<file path="config.mk">
export PLATFORM = sky130hd
export DESIGN_NAME = thor_dcache_fill
export DESIGN_NICKNAME = d
export VERILOG_FILES = /design/src/rtl/thor_dcache_fill.sv
export SDC_FILE = /design/constraint.sdc
export NUM_CORES = 1
export LEC_CHECK = 0
export CAP_MARGIN = 20
export CORE_MARGIN = 10
export CORE_UTILIZATION = 44
export DETAILED_ROUTE_END_ITERATION = 10
export GPL_ROUTABILITY_DRIVEN = 0
export PLACE_DENSITY_LB_ADDON = 0.12
export SLEW_MARGIN = 20
export SYNTH_ARGS = -nofsm -noshare
export SYNTH_HDL_FRONTEND = slang
export SYNTH_SLANG_ARGS = --single-unit
</file>
<file path="constraint.sdc">
create_clock -name clk_i -period 2.6 [get_ports clk_i]
set_input_delay 0.52 -clock clk_i [delete_from_list [all_inputs] [get_ports clk_i]]
set_output_delay 0.52 -clock clk_i [all_outputs]
set_load 0.02 [all_outputs]
</file>
<file path="src/rtl/thor_dcache_fill.sv">
// thor_dcache_fill: runs one incrementing Wishbone burst per cache miss,
// writes every returned beat into the data RAM, then validates the tag.
// Ports: clk_i/rst_i; req_i/req_adr_i miss request; busy_o/done_o/err_o
// status; cyc_o..adr_o, ack_i/err_i/dat_i Wishbone master; wce_o/wr_o/
// csel_o/wa_o/wd_o cache RAM write port; tag_wr_o/tag_adr_o tag write.
module thor_dcache_fill #(
  parameter int DBW        = 64,
  parameter int LINE_BEATS = 4,
  parameter int TMO        = 255
) (
  input  logic             clk_i,
  input  logic             rst_i,
  input  logic             req_i,
  input  logic [DBW-1:0]   req_adr_i,
  output logic             busy_o,
  output logic             done_o,
  output logic             err_o,
  output logic             cyc_o,
  output logic             stb_o,
  output logic             we_o,
  output logic [2:0]       cti_o,
  output logic [1:0]       bte_o,
  output logic [DBW/8-1:0] bsel_o,
  output logic [DBW-1:0]   adr_o,
  input  logic             ack_i,
  input  logic             err_i,
  input  logic [DBW-1:0]   dat_i,
  output logic             wce_o,
  output logic             wr_o,
  output logic [DBW/8-1:0] csel_o,
  output logic [DBW-1:0]   wa_o,
  output logic [DBW-1:0]   wd_o,
  output logic             tag_wr_o,
  output logic [DBW-1:0]   tag_adr_o
);

  localparam int BB = DBW / 8;
  localparam int CW = $clog2(LINE_BEATS);
  localparam int TW = $clog2(TMO + 1);
  localparam logic [DBW-1:0] LMASK = DBW'(LINE_BEATS * BB - 1);
  localparam logic [2:0] CTI_INC = 3'b010;
  localparam logic [2:0] CTI_END = 3'b111;

  typedef enum logic [1:0] {
    IDLE,
    BURST,
    FINISH
  } state_t;

  state_t         state;
  logic [CW-1:0]  beat;
  logic [TW-1:0]  tmo;
  logic [DBW-1:0] base;
  logic           last;
  logic           nx_last;
  logic           tmo_hit;

  assign we_o   = 1'b0;
  assign bte_o  = 2'b00;
  assign bsel_o = '1;

  assign base    = req_adr_i & ~LMASK;
  assign last    = beat == CW'(LINE_BEATS - 1);
  assign nx_last = beat == CW'(LINE_BEATS - 2);
  // tmo reads 0 in the cycle after an ack and err_o is registered, so
  // firing at TMO-2 puts err_o exactly TMO cycles after the last ack.
  assign tmo_hit = tmo == TW'(TMO - 2);

  always_ff @(posedge clk_i) begin
    if (rst_i) begin
      state     <= IDLE;
      beat      <= '0;
      tmo       <= '0;
      busy_o    <= 1'b0;
      done_o    <= 1'b0;
      err_o     <= 1'b0;
      cyc_o     <= 1'b0;
      stb_o     <= 1'b0;
      cti_o     <= 3'b000;
      adr_o     <= '0;
      wce_o     <= 1'b0;
      wr_o      <= 1'b0;
      csel_o    <= '0;
      wa_o      <= '0;
      wd_o      <= '0;
      tag_wr_o  <= 1'b0;
      tag_adr_o <= '0;
    end else begin
      wce_o    <= 1'b0;
      wr_o     <= 1'b0;
      csel_o   <= '0;
      tag_wr_o <= 1'b0;
      done_o   <= 1'b0;
      err_o    <= 1'b0;
      unique case (state)
        IDLE, FINISH: begin
          if (req_i) begin
            state     <= BURST;
            adr_o     <= base;
            tag_adr_o <= base;
            beat      <= '0;
            tmo       <= '0;
            busy_o    <= 1'b1;
            cyc_o     <= 1'b1;
            stb_o     <= 1'b1;
            cti_o     <= CTI_INC;
          end else begin
            state <= IDLE;
          end
        end
        BURST: begin
          if (err_i || (!ack_i && tmo_hit)) begin
            state  <= IDLE;
            busy_o <= 1'b0;
            cyc_o  <= 1'b0;
            stb_o  <= 1'b0;
            cti_o  <= 3'b000;
            err_o  <= 1'b1;
          end else if (ack_i) begin
            wce_o  <= 1'b1;
            wr_o   <= 1'b1;
            csel_o <= '1;
            wa_o   <= adr_o;
            wd_o   <= dat_i;
            adr_o  <= adr_o + DBW'(BB);
            beat   <= beat + 1'b1;
            tmo    <= '0;
            if (last) begin
              state    <= FINISH;
              busy_o   <= 1'b0;
              cyc_o    <= 1'b0;
              stb_o    <= 1'b0;
              cti_o    <= 3'b000;
              tag_wr_o <= 1'b1;
              done_o   <= 1'b1;
            end else begin
              cti_o <= nx_last ? CTI_END : CTI_INC;
            end
          end else begin
            tmo <= tmo + 1'b1;
          end
        end
        default: state <= IDLE;
      endcase
    end
  end

endmodule
</file>
==> results.cfg, run 1 <==
[logic_synthesis]
yosysTopAreaCell = dfxtp_1
synth_edf_count = 0
ys_seq_area_frac = 0.479
ys_warn_count = 0
ys.flop_type = dfxtp_1
synth_area_leaders = dfxtp_1 (48%), nand2_1 (15%), a21oi_1 (10%)
postSynthAreaPerCell_sq_um = 7.78
ys_ff_latch = 263
syn_area_sq_um = 11000
synth_common_cells = nand2_1 (430), dfxtp_1 (263), a21oi_1 (223)
ys_async_sr_fraction = 0
synth_top_cell_area_share = 0.479
synth.distinct_cells = 66
syn-instance-count = 1414
synth.most_common_cell = nand2_1

[critical_path]
crit_path_cell_trace = ha_1 -> nand4_1 -> buf_4 -> or3_2 -> nor3_1 -> a31oi_1 -> o21ai_0 -> o311ai_1
cp-start-kind = flop
r2r-end = adr_o[31]
worstRegToRegCells = 8
cp.required_ns = 3.02
r2r_start = adr_o[4]
critPathKind = flop to flop
reg2reg_slack_ns = 0.19
slowest_delay_ns = 0.45
slowest_stage = or3_2
worstSetupEndpointType = flop
cp_max_fo = 9
crit_arrival_ns = 2.82

[global_route]
met2_usage = 0.415
grt_start_max_net_pins = 128
grt_use_met1 = 0.283
grt.total_usage = 0.239
grt_pass1_vias = 10901
busiest_layer = met2
grtUsageMet3 = 0.0751
grt-ovfl-total = 0
grt_pass1_wl_um = 61600
antenna_found_initial = 0

[power]
seq_power_share = 0.435
combPwrFrac = 0.153
power_w = 0.0100
p_int_w = 0.00737
power_leakage_nw = 5.78
power.share.switching = 0.265
switching_power_w = 0.00266
power.share.clock = 0.412
cellPowerDensity_nw_per_um2 = 616
ir_worst_vdd_v = 0.000523

[place]
dp.cells = 2078
place_hpwl_um = 29500
portBuffers = 391

[route]
post-route-drc-count = 0
routed_wl_um = 40400
routedWlPerCell_um = 19.0
vias = 11259
drtPass1Iterations = 5
ant_nets = 0
drt_iter0_drc = 804
vias_per_cell = 5.28

[timing]
slew-limit-headroom = 0.400
hold_viol_final = 0
setup_viol_count_final = 0
slew_violations = 0
tightest_slew_ns = 0.901
fin_crit_ns = 2.41
max_freq_ghz = 0.416
rsz0062_at_grt = false
period_share = 0.925
clock_skew_ns = 0.0221
holdWs_ns = 0.203

[cells_and_area]
antennaDiodeCount = 0
drive_gt1_frac = 0.0786
syn_to_final_growth_pct = 48.2
final_util = 0.666
multi_input_area_sq_um = 5120
layout.cells.non_filler = 2131
fillers = 2107
final_nets = 1923
ff_latch_area_sq_um = 5270

[die]
io_pins = 419
core_area_sq_um = 24500
dieArea_sq_um = 31700
initial_utilization = 0.449
die_width_um = 178
placementRows = 57
die_y_um = 178

[clocking]
cts.path.max_buffers = 3
ctsResizeCount = 0
cts_tree = done
root_buffer = clkbuf_16
clock_latency_ns = 0.56
numCtsBuffers = 29
cts_sinks = 263
post_cts.repair.setup_buffers = 0
hold_buffers = 0
h-tree-depth = 1
clk_pin_slew_ns = 0.06

[worst_hold_path]
hold-path-endpoint = beat[0]
whs_path_depth = 2
min_from = rst_i
min_path_type = input port to flop

[run]
maxCapViolCount = 0

[status]
status = finished, final reports clean
cell type report:
class,instances,area share
clock buffer,45,0.0532
clock inverter,8,0.00576
inverter,15,0.00346
multi-input combinational,1019,0.314
sequential,263,0.323
tap,324,0.0249
timing repair buffer,457,0.275
per-layer routing:
| layer | up-vias | share of wire |
|---|---|---|
| met4 | 0 | 0.016 |
| met1 | 5264 | 0.39 |
| met3 | 42 | 0.10 |
| met2 | 440 | 0.49 |
| li1 | 5513 | - |
| met5 | - | 0 |
how the worst max path moves through the flow:
stage | startpoint | end
floorplan | adr_o[3] | adr_o[41]
global placement | err_i | adr_o[49]
detailed placement | err_i | adr_o[5]
CTS | adr_o[55] | adr_o[55]
global route | adr_o[4] | adr_o[31]
finish | adr_o[4] | adr_o[31]
layout by cell type (no fill, tap or decap), drive strengths merged, types with 3 or more instances in the layout:
cell type and count:
or3 8, clkinv 5, nand4 24, a211oi 5, nand3 35, dfxtp 263, ha 5, nor4 17
a21oi 223, clkdlybuf4s50 390, o21ai 43, or4 4, nand2 430, clkbuf 45, or2 3, o31ai 6
and4 3, a221o 7, nand2b 4, nor2 53, o211ai 6, and2 8, a22oi 15, nor3 25
xnor2 6, o311ai 12, a22o 5, buf 67, a31oi 9, conb 22, xor2 8, nand3b 3
mux2i 3, inv 16
power groups by stage:
stage          registers, W  clock network [W]  logic (W)
6_report            0.00436            0.00414    0.00154
5_1_grt             0.00439            0.00436    0.00165
4_1_cts             0.00436            0.00421    0.00154
3_3_place_gp        0.00444                  0    0.00152
3_5_place_dp        0.00445                  0    0.00154
2_1_floorplan       0.00464                  0   0.000525
metrics by stage:
step                area, sq um  setup WS (ns)  TNS (ns)
finish                    16300          0.195         0
CTS                       16300          0.183         0
global route              16300         0.0469         0
global placement          15300         -0.220     -4.31
detailed placement        15300         -0.144    -0.339
floorplan                 11100          0.367         0
critical path, delay by kind of cell, from the launching register on:
kind | cells | cell delay (ns)
compound gates | 3 | 0.44
simple gates | 3 | 0.97
fa+ha+maj | 1 | 0.26
buf+inv | 1 | 0.18
flops | 1 | 0.43
cells by family after synthesis:
| family | Yosys count | synth area share |
|---|---|---|
| AOI/OAI and AO/OA | 353 | 0.185 |
| buffers and inverters | 152 | 0.0662 |
| DFF | 263 | 0.479 |
| xor gates and xnor gates | 14 | 0.0112 |
| and+or+nand+nor | 622 | 0.249 |
| other | 2 | 0.000683 |
| muxes | 3 | 0.00273 |
| adders and majority gates | 5 | 0.00569 |
sequential cells by signal, indices dropped and copies added, names as in the netlist:
signal / count
adr_o: 61
wd_o: 64
tag_wr_o: 1
wa_o: 61
tag_adr_o: 59
state: 2
err_o: 1
stb_o: 1
cti_o: 2
tmo: 8
beat: 2
csel_o: 1
(Power assumes the default switching activity.)
==> run 2, diff against run 1 <==
Settings changed: SKIP_CTS_REPAIR_TIMING from default to 1.
==> results of run 2 <==
Final layout, timing and power as in run 1 (identical DEF).
==> run 3, diff against run 2 <==
Settings changed: RECOVER_POWER from default to 25.
==> results.cfg, run 3 (synthesis results as in run 1) <==
[cells_and_area]
largest-register = wd_o
syn_to_final_growth_pct = 47.6
drive_gt1_frac = 0.0730
fillers = 2117
top_regs = wd_o: 64 flops, adr_o: 61 flops, wa_o: 61 flops
stdcell_area_sq_um = 16200
largest_register_ffs = 64
final_cell_mix = nand2_1 (430), clkdlybuf4s50_1 (388), dfxtp_1 (263)
layout_commonest_cell = nand2_1
antennaDiodeCount = 0
final_util = 0.664
final_nets = 1923

[worst_hold_path]
whs_path_depth = 2
min_from = rst_i
min_path_type = input port to flop
hold-path-endpoint = beat[0]

[critical_path]
crit_arrival_ns = 2.81
cp.required_ns = 3.02
slowest_stage = or3_2
critPathKind = flop to flop
reg2reg_slack_ns = 0.20
crit_path_cell_trace = ha_1 -> nand4_1 -> buf_4 -> or3_2 -> nor3_1 -> a31oi_1 -> o21ai_0 -> o311ai_1
worstRegToRegCells = 8
slowest_delay_ns = 0.44
worstSetupEndpointType = flop
r2r-end = adr_o[31]
cp-start-kind = flop
cp_max_fo = 9
r2r_start = adr_o[4]

[route]
ant_nets = 0
met2_length_um = 19800
vias_per_cell = 5.31
vias = 11305
drt-met1-wl_um = 15800
highest-signal-layer = met4
drt_iter0_drc = 818
post-route-drc-count = 0
route.met3.wl_um = 4120
drtPass1Iterations = 5
routed_wl_um = 40400
routedWlPerCell_um = 18.9

[global_route]
grt_pass1_wl_um = 61600
grt_pass1_vias = 10901
grt_start_max_net_pins = 128
grt.total_usage = 0.239
antenna_found_initial = 0
grt-ovfl-total = 0

[clocking]
h-tree-depth = 1
numCtsBuffers = 29
clock_latency_ns = 0.56
cts_sinks = 263
cts_tree = done
clk_pin_slew_ns = 0.06
root_buffer = clkbuf_16
cts.path.max_buffers = 3

[timing]
fin_crit_ns = 2.40
slew-limit-headroom = 0.222
period_share = 0.921
slew_violations = 0
hold_viol_final = 0
setup_viol_count_final = 0
tightest_slew_ns = 1.17
clock_skew_ns = 0.0204
rsz0062_at_grt = false
max_freq_ghz = 0.417

[run]
maxCapViolCount = 0

[status]
status = finished, final reports clean

[die]
core_area_sq_um = 24500
initial_utilization = 0.449
placementRows = 57
io_pins = 419
dieArea_sq_um = 31700
die_width_um = 178
die_y_um = 178

[power]
power_leakage_nw = 5.74
cellPowerDensity_nw_per_um2 = 617
ir_worst_vdd_v = 0.000524

[place]
portBuffers = 391
place_hpwl_um = 29500
place_area_sq_um = 15300
[run 3: changes by cell type in the layout (fill, tap and decap cells not counted), sizes merged]
| cell | before | now |
|---|---|---|
| buf | 67 | 59 |
| clkbuf | 45 | 53 |
| clkdlybuf4s50 | 390 | 388 |
| dlygate4sd3 | 0 | 2 |
[run 3: critical path: cells and delay by family, from the launching register on]
family          cells  cell delay (ns)
compound gates      3             0.44
fa+ha+maj           1             0.26
buf+inv             1             0.18
flops               1             0.43
simple gates        3             0.95
[run 3: layout make-up]
type                       count  area (sq um)  share of cell area
inverter                      15          56.3             0.00347
multi-input combinational   1019          5100               0.314
clock buffer                  45           866              0.0533
timing repair buffer         457          4450               0.274
sequential                   263          5270               0.324
clock inverter                 8          93.8             0.00578
tap                          324           405              0.0250
[run 3: worst max-delay path by stage]
| stage | slack (ns) | from | depth (start not counted) | endpoint |
|---|---|---|---|---|
| floorplan | 0.37 | adr_o[3] | 7 | adr_o[41] |
| global route | 0.04 | state[0] | 8 | adr_o[45] |
| CTS | 0.18 | adr_o[55] | 1 | adr_o[55] |
| detailed placement | -0.14 | err_i | 8 | adr_o[5] |
| finish | 0.20 | adr_o[4] | 8 | adr_o[31] |
| global placement | -0.22 | err_i | 7 | adr_o[49] |
[run 3: metal layers]
| metal | GRT usage | vias to the layer above |
|---|---|---|
| met1 | 0.283 | 5307 |
| met4 | 0.0514 | 0 |
| met5 | 0 | - |
| met3 | 0.0751 | 42 |
| met2 | 0.415 | 438 |
| li1 | - | 5518 |
[run 3: report_power, final]
part / total (W) / leakage [nW] / switching (W) / internal (W)
Sequential: 0.00436 / 2.14 / 0.000158 / 0.00420
Clock: 0.00413 / 0.477 / 0.00166 / 0.00247
Combinational: 0.00153 / 3.12 / 0.000835 / 0.000691
[run 3: stage by stage]
step                hold slack, ns  setup TNS, ns  instances  setup WS, ns  total power, W
finish                       0.202              0       2131         0.205          0.0100
global route                 0.201              0       2131        0.0351          0.0104
CTS                          0.186              0       2131         0.183          0.0101
detailed placement           0.445         -0.339       2078        -0.144         0.00599
global placement             0.440          -4.31       2077        -0.220         0.00596
floorplan                    0.480              0       1434         0.367         0.00516
